## config.mk

```make
export PLATFORM = sky130hd
export DESIGN_NAME = pwm_output_stage
export DESIGN_NICKNAME = d
export VERILOG_FILES = /design/src/rtl/pwm_pkg.sv /design/src/rtl/pwm_timebase.sv /design/src/rtl/pwm_output_stage.sv
export SDC_FILE = /design/constraint.sdc
export NUM_CORES = 1
export LEC_CHECK = 0
export BUFFER_PORTS_ARGS = -buffer_cell sky130_fd_sc_hd__buf_2
export CAP_MARGIN = 20
export CORE_MARGIN = 2
export CORE_UTILIZATION = 30
export CTS_CLUSTER_DIAMETER = 60
export DETAILED_ROUTE_END_ITERATION = 8
export PLACE_DENSITY_LB_ADDON = 0.3
export SLEW_MARGIN = 20
export SYNTH_ARGS = -nofsm -noshare
export SYNTH_HDL_FRONTEND = slang
export SYNTH_SLANG_ARGS = --single-unit
```

## constraint.sdc

```tcl
create_clock -name clk -period 2.07 [get_ports clk]
set_clock_uncertainty 0.05 [all_clocks]
set_input_delay 0 -clock clk [delete_from_list [all_inputs] [get_ports clk]]
set_output_delay 0 -clock clk [all_outputs]
set_load 0.05 [all_outputs]
```

## src/rtl/pwm_pkg.sv

```systemverilog
// Shared constants and state encoding for the PWM output stage.
package pwm_pkg;
  localparam int         PWM_CNT_W = 8;
  localparam logic [7:0] DUTY_FULL = 8'hFF;
  localparam int         NUM_OUT   = 16;

  typedef enum logic {IDLE, RUN} state_e;
endpackage

```

## src/rtl/pwm_timebase.sv

```systemverilog
// PWM timebase: prescaler, 8-bit period counter and the duty shadow register.
// The shadow only reloads while stopped or at the wrap, keeping pulses glitch-free.
module pwm_timebase
  import pwm_pkg::*;
#(
  parameter int CLK_DIV = 13,
  parameter int PRESC_W = 12
) (
  input  logic                 clk,
  input  logic                 rst_n,
  input  logic                 run,
  input  logic [PWM_CNT_W-1:0] duty_in,
  output logic [PWM_CNT_W-1:0] cnt,
  output logic [PWM_CNT_W-1:0] duty_shadow,
  output logic                 period_start
);

  localparam logic [PRESC_W-1:0]   PRESC_MAX = PRESC_W'(CLK_DIV - 1);
  localparam logic [PWM_CNT_W-1:0] CNT_MAX   = {PWM_CNT_W{1'b1}};

  logic [PRESC_W-1:0]   presc_q, presc_d;
  logic [PWM_CNT_W-1:0] cnt_q, cnt_d;
  logic [PWM_CNT_W-1:0] duty_q, duty_d;
  logic                 ps_q, ps_d;
  logic                 tick;

  always_comb begin
    presc_d = presc_q;
    cnt_d   = cnt_q;
    duty_d  = duty_q;
    ps_d    = 1'b0;
    tick    = 1'b0;
    if (!run) begin
      presc_d = '0;
      cnt_d   = '0;
      duty_d  = duty_in;
    end else begin
      tick    = (presc_q == PRESC_MAX);
      presc_d = tick ? '0 : presc_q + PRESC_W'(1);
      if (tick) begin
        cnt_d = cnt_q + PWM_CNT_W'(1);
        // Period boundary: latch the new duty and flag the restart.
        if (cnt_q == CNT_MAX) begin
          duty_d = duty_in;
          ps_d   = 1'b1;
        end
      end
    end
  end

  always_ff @(posedge clk or negedge rst_n) begin
    if (!rst_n) begin
      presc_q <= '0;
      cnt_q   <= '0;
      duty_q  <= '0;
      ps_q    <= 1'b0;
    end else begin
      presc_q <= presc_d;
      cnt_q   <= cnt_d;
      duty_q  <= duty_d;
      ps_q    <= ps_d;
    end
  end

  assign cnt          = cnt_q;
  assign duty_shadow  = duty_q;
  assign period_start = ps_q;

endmodule

```

## src/rtl/pwm_output_stage.sv

```systemverilog
// 16-pin output stage: each pin off, static high, or modulated by a shared duty.
// The timebase only runs while at least one enabled pin is in PWM mode.
module pwm_output_stage
  import pwm_pkg::*;
#(
  parameter int CLK_DIV = 13,
  parameter int PRESC_W = 12
) (
  input  logic               clk,
  input  logic               rst_n,
  input  logic [7:0]         en_reg_out_7_0,
  input  logic [7:0]         en_reg_out_15_8,
  input  logic [7:0]         en_reg_pwm_7_0,
  input  logic [7:0]         en_reg_pwm_15_8,
  input  logic [7:0]         pwm_duty_cycle,
  output logic [NUM_OUT-1:0] out,
  output logic               period_start
);

  logic [NUM_OUT-1:0]   en, pe;
  logic [NUM_OUT-1:0]   out_q, out_d;
  logic                 pwm_any, run, pwm_level;
  logic [PWM_CNT_W-1:0] cnt, duty_shadow;
  state_e               state_q, state_d;

  assign en      = {en_reg_out_15_8, en_reg_out_7_0};
  assign pe      = {en_reg_pwm_15_8, en_reg_pwm_7_0};
  assign pwm_any = |(en & pe);

  always_comb begin
    state_d = state_q;
    run     = 1'b0;
    case (state_q)
      IDLE: if (pwm_any) state_d = RUN;
      RUN: begin
        // Hold the timebase in clear on the way out so a restart begins at cnt=0.
        if (!pwm_any) state_d = IDLE;
        else          run     = 1'b1;
      end
      default: state_d = IDLE;
    endcase
  end

  always_ff @(posedge clk or negedge rst_n) begin
    if (!rst_n) state_q <= IDLE;
    else        state_q <= state_d;
  end

  pwm_timebase #(
    .CLK_DIV (CLK_DIV),
    .PRESC_W (PRESC_W)
  ) u_timebase (
    .clk          (clk),
    .rst_n        (rst_n),
    .run          (run),
    .duty_in      (pwm_duty_cycle),
    .cnt          (cnt),
    .duty_shadow  (duty_shadow),
    .period_start (period_start)
  );

  assign pwm_level = (duty_shadow == DUTY_FULL) | (cnt < duty_shadow);
  assign out_d     = en & (~pe | {NUM_OUT{pwm_level}});

  always_ff @(posedge clk or negedge rst_n) begin
    if (!rst_n) out_q <= '0;
    else        out_q <= out_d;
  end

  assign out = out_q;

endmodule

```

==> run summary <==
Die Span Y = 88.35 µm
Placed cells = 347
Latest clock arrival within the worst-skew pair = 300 ps
Final setup violation count = 0
Crit path DAT = 2120 ps
Post-Place Cell Area = 2639 µm²
Net Count, Synth = 235
Mapped Area = 2135 µm²
Total CTS buffers = 5
Metal-1 WL = 2.435 mm
Layout cells sized above 1 = 30.00%
Starting DRC count in detailed routing = 128
Syn_area_per_cell = 11.66 µm²
Pre-CTS setup slack = -127.2 ps
I/O Buffers = 58
Clk root buf = clkbuf_8
Core region area = 6832 µm²
Reg2Reg Depth = 5
Detailed-placement wirelength estimate = 3.432 mm
Sequential share of power = 45.2%
Status = complete, no violations
Slowest CP cell = dlygate4sd3_1
Cell with the most instances after synthesis = dfrtp_1
Post-route cell area = 3166 µm²
Fin worst setup slack = 87.66 ps
Power Density = 850.7 nW/µm²
Total routed wirelength = 5.199 mm
Commonest cells post-synth = dfrtp_1, nor2_1, a21boi_0, xor2_1
CTS tree = done
Top_reg_cell synth = dfrtp_1
DRT antenna net count = 0
Peak Freq = 504.5 MHz
Comb pwr share = 29.9%
Final nets = 351
Leak pwr = 1.574 nW
#FFs+latches synth = 46
Ys async rst share = 100.0%
Seq/Total Area, Yosys = 53.93%
Top post-synthesis cells by area = dfrtp_1, xor2_1, ha_1
Initial core utilization = 31.25%
Sw frac = 31.91%
IO Count = 59
Die area = 7806 µm²
Yosys top cell area share = 53.93%
CP cell instances = dlygate4sd3_1, buf_2, a22o_1, a221oi_1, nand4_1, nand3_4, mux2_2
First-pass detailed-route iteration total = 4
Vias per inst = 4.505
Hold Slack = 142.4 ps
Top cell type by total area after synthesis = dfrtp_1
CTS sink cnt = 46
DR WL/cell = 13.13 µm
Post-Synthesis Cells = 183
Distinct cells, synth = 31
Setup CP Type = in -> reg
Overall Global Routing Usage = 14.55%
Row count = 30
Initial antenna violation count = 0
First-pass GRT wire length = 8.804 mm
Chip width = 88.35 µm
Clock power frac = 25.0%
Maximum root-to-sink buffer count = 2
Critical path's largest stage delay = 530 ps
Total net switching power = 0.0008593 W
Fin. max-slew vios = 0
# diodes = 0
Endpoint class of the critical path = register
Worst Path Max Fanout = 8
Number of synthesized flops with an enable pin = 0
Final period util = 95.77%
Fin. Hold Viols = 0
Via count = 1784
Reg2reg start = u_timebase.presc_q[4]$_DFF_PN0_
Overflow left after global routing = 0
Non-Filler Instances = 396
Remaining DRCs = 0
R2R Path End = u_timebase.duty_shadow[3]$_DFFE_PN0P_
# fillers = 659
Max-slew headroom = 62.43%
Largest net degree at the start of global routing = 27
Worst Path Required = 2200 ps
R2R setup slack = 140 ps
Final Critical Period = 1982 ps
Worst-margin pin slew = 563.5 ps
Met2 WL = 2.444 mm
Worst IR Drop VDD = 0.0003354 V
Min-Delay Path Class = in -> async
H-Tree Depth = 2
Met3 routed WL = 264 µm
Final design utilization = 46.34%
Int Pwr = 0.001834 W
DR top layer = met4
Setup crit start kind = input pin
Vias in the first global route = 1818
Yosys Warn Count = 0
Clk slew on worst S/H paths = 90 ps
Final GP Congestion = 0.7956
Max-cap viol count = 0
RSZ-0062 raised after global routing = false
Area Growth Syn to Fin = 48.30%
## registers in the layout, indices dropped and copies added, names as in the netlist
register,cells
u_timebase.period_start,1
state_q,1
u_timebase.presc_q,12
out,16
u_timebase.duty_shadow,8
u_timebase.cnt,8
## cells by family (layout without fill, tap and decap cells)
kind of cell,Yosys count,count (layout),share of synthesized area (%)
adders and majority gates,10,10,5.862
and+or+nand+nor,58,58,15.24
AOI/OAI and AO/OA,31,31,11.14
buffers and inverters,12,129,2.169
muxes,9,9,4.690
xor gates and xnor gates,17,17,6.976
DFF,46,46,53.93
## worst max-delay path, delay by kind of cell
kind,cells,cell delay (ps)
compound gates,2,560
mux,1,360
simple gates,2,550
buf+inv,2,650
## layout make-up
| type | count | area (µm²) | area share (%) |
|---|---|---|---|
| clock inverter | 2 | 37.54 | 1.186 |
| multi-input combinational | 125 | 943.4 | 29.80 |
| clock buffer | 6 | 72.57 | 2.292 |
| inverter | 10 | 37.54 | 1.186 |
| sequential | 46 | 1151 | 36.36 |
| timing repair buffer | 111 | 803.3 | 25.38 |
| tap | 96 | 120.1 | 3.794 |
## layout by cell type, fill, tap and decap left out, types with 8 or more instances in the layout
cell,count
a21boi_0,16
mux2_2,8
nand4_1,10
xor2_1,15
buf_2,58
nor2_1,22
dfrtp_1,46
dlygate4sd3_1,41
inv_1,10
ha_1,10
buf_4,11
## how the worst max path moves through the flow
| stage | cells after the start | start | to | slack, ps |
|---|---|---|---|---|
| 2_1_floorplan | 5 | u_timebase.presc_q[6]$_DFF_PN0_ | u_timebase.duty_shadow[0]$_DFFE_PN0P_ | 10 |
| 3_3_place_gp | 5 | u_timebase.cnt[5]$_DFFE_PN0P_ | out[7]$_DFF_PN0_ | -60 |
| 3_5_place_dp | 5 | u_timebase.cnt[6]$_DFFE_PN0P_ | out[12]$_DFF_PN0_ | -130 |
| 4_1_cts | 7 | en_reg_out_7_0[0] | u_timebase.duty_shadow[3]$_DFFE_PN0P_ | 90 |
| 5_1_grt | 7 | en_reg_pwm_7_0[0] | u_timebase.duty_shadow[3]$_DFFE_PN0P_ | 10 |
| 6_report | 7 | en_reg_out_7_0[0] | u_timebase.duty_shadow[3]$_DFFE_PN0P_ | 90 |
## power groups by stage
stage                     clock [W]  combinational (W)  sequential (W)
after floorplan                   0           0.000413         0.00127
after global placement            0           0.000728         0.00123
after detailed placement          0           0.000746         0.00123
after CTS                  0.000688           0.000810         0.00121
after global routing       0.000718           0.000893         0.00124
final                      0.000673           0.000804         0.00122
## metrics by stage
step	power [W]	setup TNS [ps]
2_1_floorplan	0.001686	0
3_3_place_gp	0.001958	-610.5
3_5_place_dp	0.001974	-1331
4_1_cts	0.002712	0
5_1_grt	0.002847	0
6_report	0.002693	0
## timing repair
item	4_1_cts	5_1_grt
resized for setup	1	0
endpoints found under the hold margin	44	0
hold buffers	41	0
setup buffers	0	0
setup endpoints to repair	16	0
## routing by layer
layer	up-vias	GRT usage, %
met5	-	0
li1	883	-
met2	51	23.51
met4	0	3.994
met1	845	19.41
met3	5	3.918
(Power assumes the default switching activity.)
